--- src/rtl/dz_pkg.sv ---
// Shared constants, width helpers and display-mode type for the dot-matrix scan engine.
package dz_pkg;

  localparam int DZ_ROWS    = 8;
  localparam int DZ_COLS    = 8;
  localparam int DZ_NUM_IMG = 8;

  // 8-bit Fibonacci LFSR, x^8+x^6+x^5+x^4+1 (feedback from bits 7,5,4,3)
  localparam logic [7:0] LFSR_SEED = 8'hA5;
  localparam logic [7:0] LFSR_TAPS = 8'hB8;

  typedef enum logic [1:0] {
    DISP_RED   = 2'd0,
    DISP_GREEN = 2'd1,
    DISP_BLANK = 2'd2
  } disp_mode_e;

  function automatic int cnt_w(input int n);
    return (n <= 2) ? 1 : $clog2(n);
  endfunction

  function automatic int img_w(input int num_img);
    return cnt_w(num_img);
  endfunction

  // img_sel bit that requests a random image sits just above the index field
  function automatic int rand_bit(input int num_img);
    return img_w(num_img);
  endfunction

endpackage

--- src/rtl/dz_image_rom.sv ---
// Combinational image ROM: 8x8 egg-game bitmaps; slots outside the table read as zero.
module dz_image_rom
  import dz_pkg::*;
#(
  parameter int ROWS    = DZ_ROWS,
  parameter int COLS    = DZ_COLS,
  parameter int NUM_IMG = DZ_NUM_IMG,
  localparam int IW     = img_w(NUM_IMG),
  localparam int RW     = cnt_w(ROWS)
) (
  input  logic [IW-1:0]   img_idx,
  input  logic [RW-1:0]   row_idx,
  output logic [COLS-1:0] word
);

  logic [31:0] img_ext;
  logic [31:0] row_ext;
  logic [63:0] bitmap;
  logic [7:0]  line;

  // Bitmaps are written row 0 first (most significant byte); bit c is column c.
  always_comb begin
    img_ext = 32'(img_idx);
    row_ext = 32'(row_idx);
    bitmap  = '0;
    case (img_ext[2:0])
      3'd0: bitmap = 64'h183C_7E7E_FFFF_7E3C; // egg
      3'd1: bitmap = 64'h183C_5A7E_EFF7_7E3C; // cracked egg
      3'd2: bitmap = 64'h245A_3C7E_FFDB_7E3C; // hatching
      3'd3: bitmap = 64'h3C42_A581_A599_423C; // chick
      3'd4: bitmap = 64'h0066_FFFF_7E3C_1800; // bird
      3'd5: bitmap = 64'h1818_FF7E_3C66_C381; // star
      3'd6: bitmap = 64'h8142_2418_1824_4281; // cross
      3'd7: bitmap = 64'h183C_7EFF_1818_1818; // arrow
      default: bitmap = '0;
    endcase
    line = '0;
    if (img_ext < 32'd8 && row_ext < 32'd8)
      line = bitmap[8*(7 - int'(row_ext[2:0])) +: 8];
    word = COLS'(line);
  end

endmodule

--- src/rtl/dz_scan_engine.sv ---
// Row-multiplexed bicolour matrix scan engine with frame-aligned image swap and fail-mode blink.
module dz_scan_engine
  import dz_pkg::*;
#(
  parameter int ROWS         = DZ_ROWS,
  parameter int COLS         = DZ_COLS,
  parameter int NUM_IMG      = DZ_NUM_IMG,
  parameter int SCAN_DIV     = 1000,
  parameter int BLINK_FRAMES = 16,
  localparam int IW          = img_w(NUM_IMG)
) (
  input  logic            clk,
  input  logic            dst_n,
  input  logic            load,
  input  logic [IW:0]     img_sel,
  input  logic            fail,
  output logic [ROWS-1:0] row,
  output logic [COLS-1:0] colr,
  output logic [COLS-1:0] colg,
  output logic            frame_done
);

  localparam int PW       = cnt_w(SCAN_DIV);
  localparam int RW       = cnt_w(ROWS);
  localparam int BW       = cnt_w(BLINK_FRAMES);
  localparam int RAND_BIT = rand_bit(NUM_IMG);

  logic [PW-1:0]   presc;
  logic [RW-1:0]   row_idx;
  logic [IW-1:0]   cur_img;
  logic [IW-1:0]   pending;
  logic [IW-1:0]   load_val;
  logic            fail_q;
  logic [BW-1:0]   blink_cnt;
  logic            blank;
  logic [7:0]      lfsr;
  logic            tick;
  logic            boundary;
  logic [COLS-1:0] word;
  disp_mode_e      mode;

  assign tick     = (presc == PW'(SCAN_DIV - 1));
  assign boundary = tick && (row_idx == RW'(ROWS - 1));
  assign load_val = img_sel[RAND_BIT] ? lfsr[IW-1:0] : img_sel[IW-1:0];

  dz_image_rom #(
    .ROWS    (ROWS),
    .COLS    (COLS),
    .NUM_IMG (NUM_IMG)
  ) u_rom (
    .img_idx (cur_img),
    .row_idx (row_idx),
    .word    (word)
  );

  always_comb begin
    mode = DISP_RED;
    if (blank)       mode = DISP_BLANK;
    else if (fail_q) mode = DISP_GREEN;
  end

  always_ff @(posedge clk or negedge dst_n) begin
    if (!dst_n) begin
      lfsr <= LFSR_SEED;
    end else begin
      lfsr <= {lfsr[6:0], ^(lfsr & LFSR_TAPS)};
    end
  end

  always_ff @(posedge clk or negedge dst_n) begin
    if (!dst_n) begin
      presc   <= '0;
      row_idx <= '0;
    end else if (tick) begin
      presc   <= '0;
      row_idx <= (row_idx == RW'(ROWS - 1)) ? '0 : row_idx + RW'(1);
    end else begin
      presc   <= presc + PW'(1);
    end
  end

  // A load landing on the boundary cycle bypasses pending straight into cur_img.
  always_ff @(posedge clk or negedge dst_n) begin
    if (!dst_n) begin
      pending <= '0;
      cur_img <= '0;
    end else begin
      if (load)
        pending <= load_val;
      if (boundary)
        cur_img <= load ? load_val : pending;
    end
  end

  always_ff @(posedge clk or negedge dst_n) begin
    if (!dst_n) begin
      fail_q    <= 1'b0;
      blink_cnt <= '0;
      blank     <= 1'b0;
    end else if (boundary) begin
      fail_q <= fail;
      if (!fail || !fail_q) begin
        blink_cnt <= '0;
        blank     <= 1'b0;
      end else if (blink_cnt == BW'(BLINK_FRAMES - 1)) begin
        blink_cnt <= '0;
        blank     <= ~blank;
      end else begin
        blink_cnt <= blink_cnt + BW'(1);
      end
    end
  end

  // Slot outputs are latched with the pre-boundary image/colour state, so the
  // last row of a frame never picks up the next frame's settings.
  always_ff @(posedge clk or negedge dst_n) begin
    if (!dst_n) begin
      row        <= '1;
      colr       <= '0;
      colg       <= '0;
      frame_done <= 1'b0;
    end else begin
      frame_done <= boundary;
      if (tick) begin
        case (mode)
          DISP_BLANK: begin
            row  <= '1;
            colr <= '0;
            colg <= '0;
          end
          DISP_GREEN: begin
            row  <= ~(ROWS'(1) << row_idx);
            colr <= '0;
            colg <= word;
          end
          default: begin
            row  <= ~(ROWS'(1) << row_idx);
            colr <= word;
            colg <= '0;
          end
        endcase
      end
    end
  end

endmodule

--- config.mk ---
export PLATFORM = sky130hd
export DESIGN_NAME = dz_scan_engine
export DESIGN_NICKNAME = d
export VERILOG_FILES = /design/src/rtl/dz_pkg.sv /design/src/rtl/dz_image_rom.sv /design/src/rtl/dz_scan_engine.sv
export SDC_FILE = /design/constraint.sdc
export NUM_CORES = 1
export LEC_CHECK = 0
export BUFFER_PORTS_ARGS = -buffer_cell sky130_fd_sc_hd__buf_4
export CORE_AREA = 2 2 86 88
export DETAILED_ROUTE_END_ITERATION = 12
export DIE_AREA = 0 0 88 90
export PLACE_DENSITY = 0.56
export SLEW_MARGIN = 40
export SYNTH_ARGS = -nofsm -noshare
export SYNTH_HDL_FRONTEND = slang
export SYNTH_SLANG_ARGS = --single-unit
--- constraint.sdc ---
create_clock -name clk -period 4 [get_ports clk]
set_input_delay 0.4 -clock clk [delete_from_list [all_inputs] [get_ports clk]]
set_output_delay 0.4 -clock clk [all_outputs]
set_load 0.02 [all_outputs]
==> impl_results.md <==
- Status: finished, final reports clean
- Crit path capture type: register
- Cell family with most CP delay: simple AND/OR/NAND/NOR gates
- Final ANT Viol Nets: 0
- TNS Setup: 0 ps
- CP Depth: 5
- Min Tclk post-route: roughly 2200 ps
- Buf/Inv on CP: 0
- Number of enable flip-flop cells after synthesis: 0
- Syn Std Cell Area: 2730 um^2
- Total CTS buffers: 5
- Clock Tree Root: clkbuf_8
- Largest net degree at the start of global routing: 53
- Clock Sinks: between 50 and 60
- Die width: between 80 and 90 um
- Area Growth Syn to Fin: 14.4%
- Critical-path cell list: ha_1 -> ha_1 -> nand4b_4 -> or4_1 -> o21ai_0
- Unrepaired setup endpoints after global routing: false
- Vias after detailed routing: ~2,000
- Setup WS pre-CTS: roughly 1600 ps
- Critical R2R Launch: row_idx[1]
- CTS tree: yes
- First-pass DRT Iterations: 4
- Internal power: just over 0.7 mW
- Rel. slew slack: a little over half
- Switching Share: about a fifth
- Net Count, Synth: 290
- CP startpoint kind: register
- # setup viols final: 0
- H-tree Lvls: 2
- Final net count: between 300 and 400
- Initial antenna violation count: 0
- LEAKAGE: between 1 and 1.5 nW
- 1st-iter DRT viols: between 150 and 200
- Global route overflow: 0
- Fin. Hold Viols: 0
- Clock network fraction of total power: between 30% and 40%
- Placer Congestion: between 0.7 and 0.8
- CTS Buffer Depth: 2
- Max cap viols: 0
- Worst-Margin Slew: about 700 ps
- Syn Inst Count: approximately 270
- Clock Skews: around 3.0 ps
- Core Footprint: ~7000 um^2
- Share of cells above drive strength 1: roughly a fifth
- Global-route wire length before repair: between 9 and 10 mm
- Gr usage total: about 14%
- Vert. Die Dim: 90 um
- Drt wl/cell: between 10 and 15 um
- Peak Freq: approximately 450 MHz
- Final std cells w/o fill: just under 400
- Syn. warnings: 0
- I/O pin cnt: 33
- Gate power share: 3.6%
- Worst IR Drop VDD: around 0.18 mV
- Sequential-to-total area share from yosys stat: a little under 50%
- Row count: 31
- Worst path max stage delay: 690 ps
- Total wire length: ~5.7 mm
- CP max FO: 17
- Placed insts: between 300 and 400
- Fin util: ~44%
- Diode count: 0
- Post-CTS Setup Bufs: 0
- Vias/cell: 5.21
- Sequential share of power: around 58%
- WP data arrival: 2440 ps
- Reg2Reg Depth: 5
- Sw power: 0.197 mW
- Port bufs: 32
- Synth unique cells: 50
- Starting Density: roughly two fifths
- Detailed-route DRC error count: 0
- Hold crit path type: in -> async
- Req. time, crit path: around 4200 ps
- Top cell by count, worst path: ha_1
- Power per cell area: just under 300 nW/um^2
- Slowest cell on crit path: dfrtp_1
- Final Max Slew Viols: 0
- Number of synthesized register bits: 52
- Dpl hpwl: between 3 and 4 mm
- Tcrit/Tclk final: approximately 55%
- Fin worst setup slack: approximately 1800 ps
- Reg clk slew, reported paths: 90 ps
- CP Class: reg -> reg
- Resized cells post-CTS: 0
- CTS Hold Bufs: 0
- Die area: just under 8000 um^2
- Clock latency at the later pin of the worst-skew pair: ~300 ps
- Vias in the first global route: about 1,900
- Ys async rst share: between 90% and 100%
- CP Launch Point: row_idx[1]
- Syn_area_per_cell: between 10 and 15 um^2
- Ys flop type: dfrtp_1
-- per-stage QoR --
stage / hold slack, ps / power (mW) / cell area [um^2]
after detailed placement: 348 / 0.578 / 3010
after global routing: 177 / 0.953 / 3120
after CTS: 140 / 0.936 / 3120
after floorplan: 104 / 0.557 / 2730
final: 111 / 0.925 / 3120
after global placement: 334 / 0.578 / 3010
-- layout by cell type, fill, tap and decap left out, types with 4 or more instances in the layout --
cell type | Yosys | layout
o21ai_0 | 19 | 19
nand2_1 | 18 | 18
nand2b_1 | 5 | 5
ha_1 | 15 | 15
a31oi_1 | 11 | 11
nor2_1 | 21 | 21
xnor2_1 | 7 | 7
and2_1 | 4 | 4
inv_1 | 9 | 9
buf_4 | 6 | 33
dfrtp_1 | 40 | 39
dfstp_2 | 12 | 12
clkbuf_8 | 0 | 5
a21oi_1 | 15 | 15
nand3_1 | 13 | 13
mux2i_1 | 6 | 6
-- state kept, by name (all words and copies together) (netlist names) --
register,flops
row,8
frame_done,1
row_idx,3
colr,5
pending,3
blank,1
lfsr,8
colg,5
presc,10
cur_img,3
fail_q,1
blink_cnt,4
-- kinds of logic after synthesis --
group	after synthesis	synth area share (%)
muxes	9	3.44
xor gates and xnor gates	10	3.21
DFF	52	48.2
adders and majority gates	15	6.88
buffers and inverters	27	5.00
and+or+nand+nor	87	17.5
AOI/OAI and AO/OA	67	15.7
-- cell usage after synthesis (3+ instances only) --
master,number,area [um^2]
nand3_1,13,65.1
xor2_1,3,26.3
buf_2,4,20.0
nor2b_1,3,18.8
xnor2_1,7,61.3
a31oi_1,11,68.8
mux2i_1,6,60.1
or3_1,3,18.8
a21oi_1,15,75.1
nor2_1,21,78.8
nor3b_1,3,22.5
ha_1,15,188
and2_1,4,25.0
dfstp_2,12,315
mux2_2,3,33.8
clkbuf_1,6,22.5
nand2b_1,5,31.3
nand2_1,18,67.6
inv_1,9,33.8
o21ai_0,19,95.1
buf_4,6,45.0
dfrtp_1,40,1000
-- power groups by stage --
stage / clock, mW / combinational [mW] / sequential [mW]
5_1_grt: 0.380 / 0.0385 / 0.535
3_5_place_dp: 0 / 0.0341 / 0.544
3_3_place_gp: 0 / 0.0343 / 0.544
4_1_cts: 0.368 / 0.0342 / 0.534
2_1_floorplan: 0 / 0.0168 / 0.541
6_report: 0.357 / 0.0332 / 0.534
-- per-layer routing --
metal	track usage, %	up-vias	share of wire, %
met4	2.69	0	0.32
met3	2.94	2	4.4
met1	22.9	981	52
li1	-	1008	-
met5	0	-	0
met2	20.5	40	43
-- worst paths after layout --
path	to	slack (ps)
max reg2reg	blink_cnt[3]	1790
min in group clk	pending[2]	330
max in group asynchronous	row_idx[0]	3410
min reg2reg	lfsr[7]	370
min	colr[6]	110
max	blink_cnt[3]	1790
-- layout make-up --
| cell class | count | area, um^2 |
|---|---|---|
| fillers | 679 | 3900 |
| flip-flops and latches | 52 | 1320 |
| multi-input cells | 188 | 1280 |
| repair buffers | 33 | 248 |
| well taps | 99 | 124 |
| clock buffers | 5 | 68.8 |
| clock inverters | 3 | 42.5 |
| inverters | 10 | 37.5 |
Power figures use the tool's default switching activity.
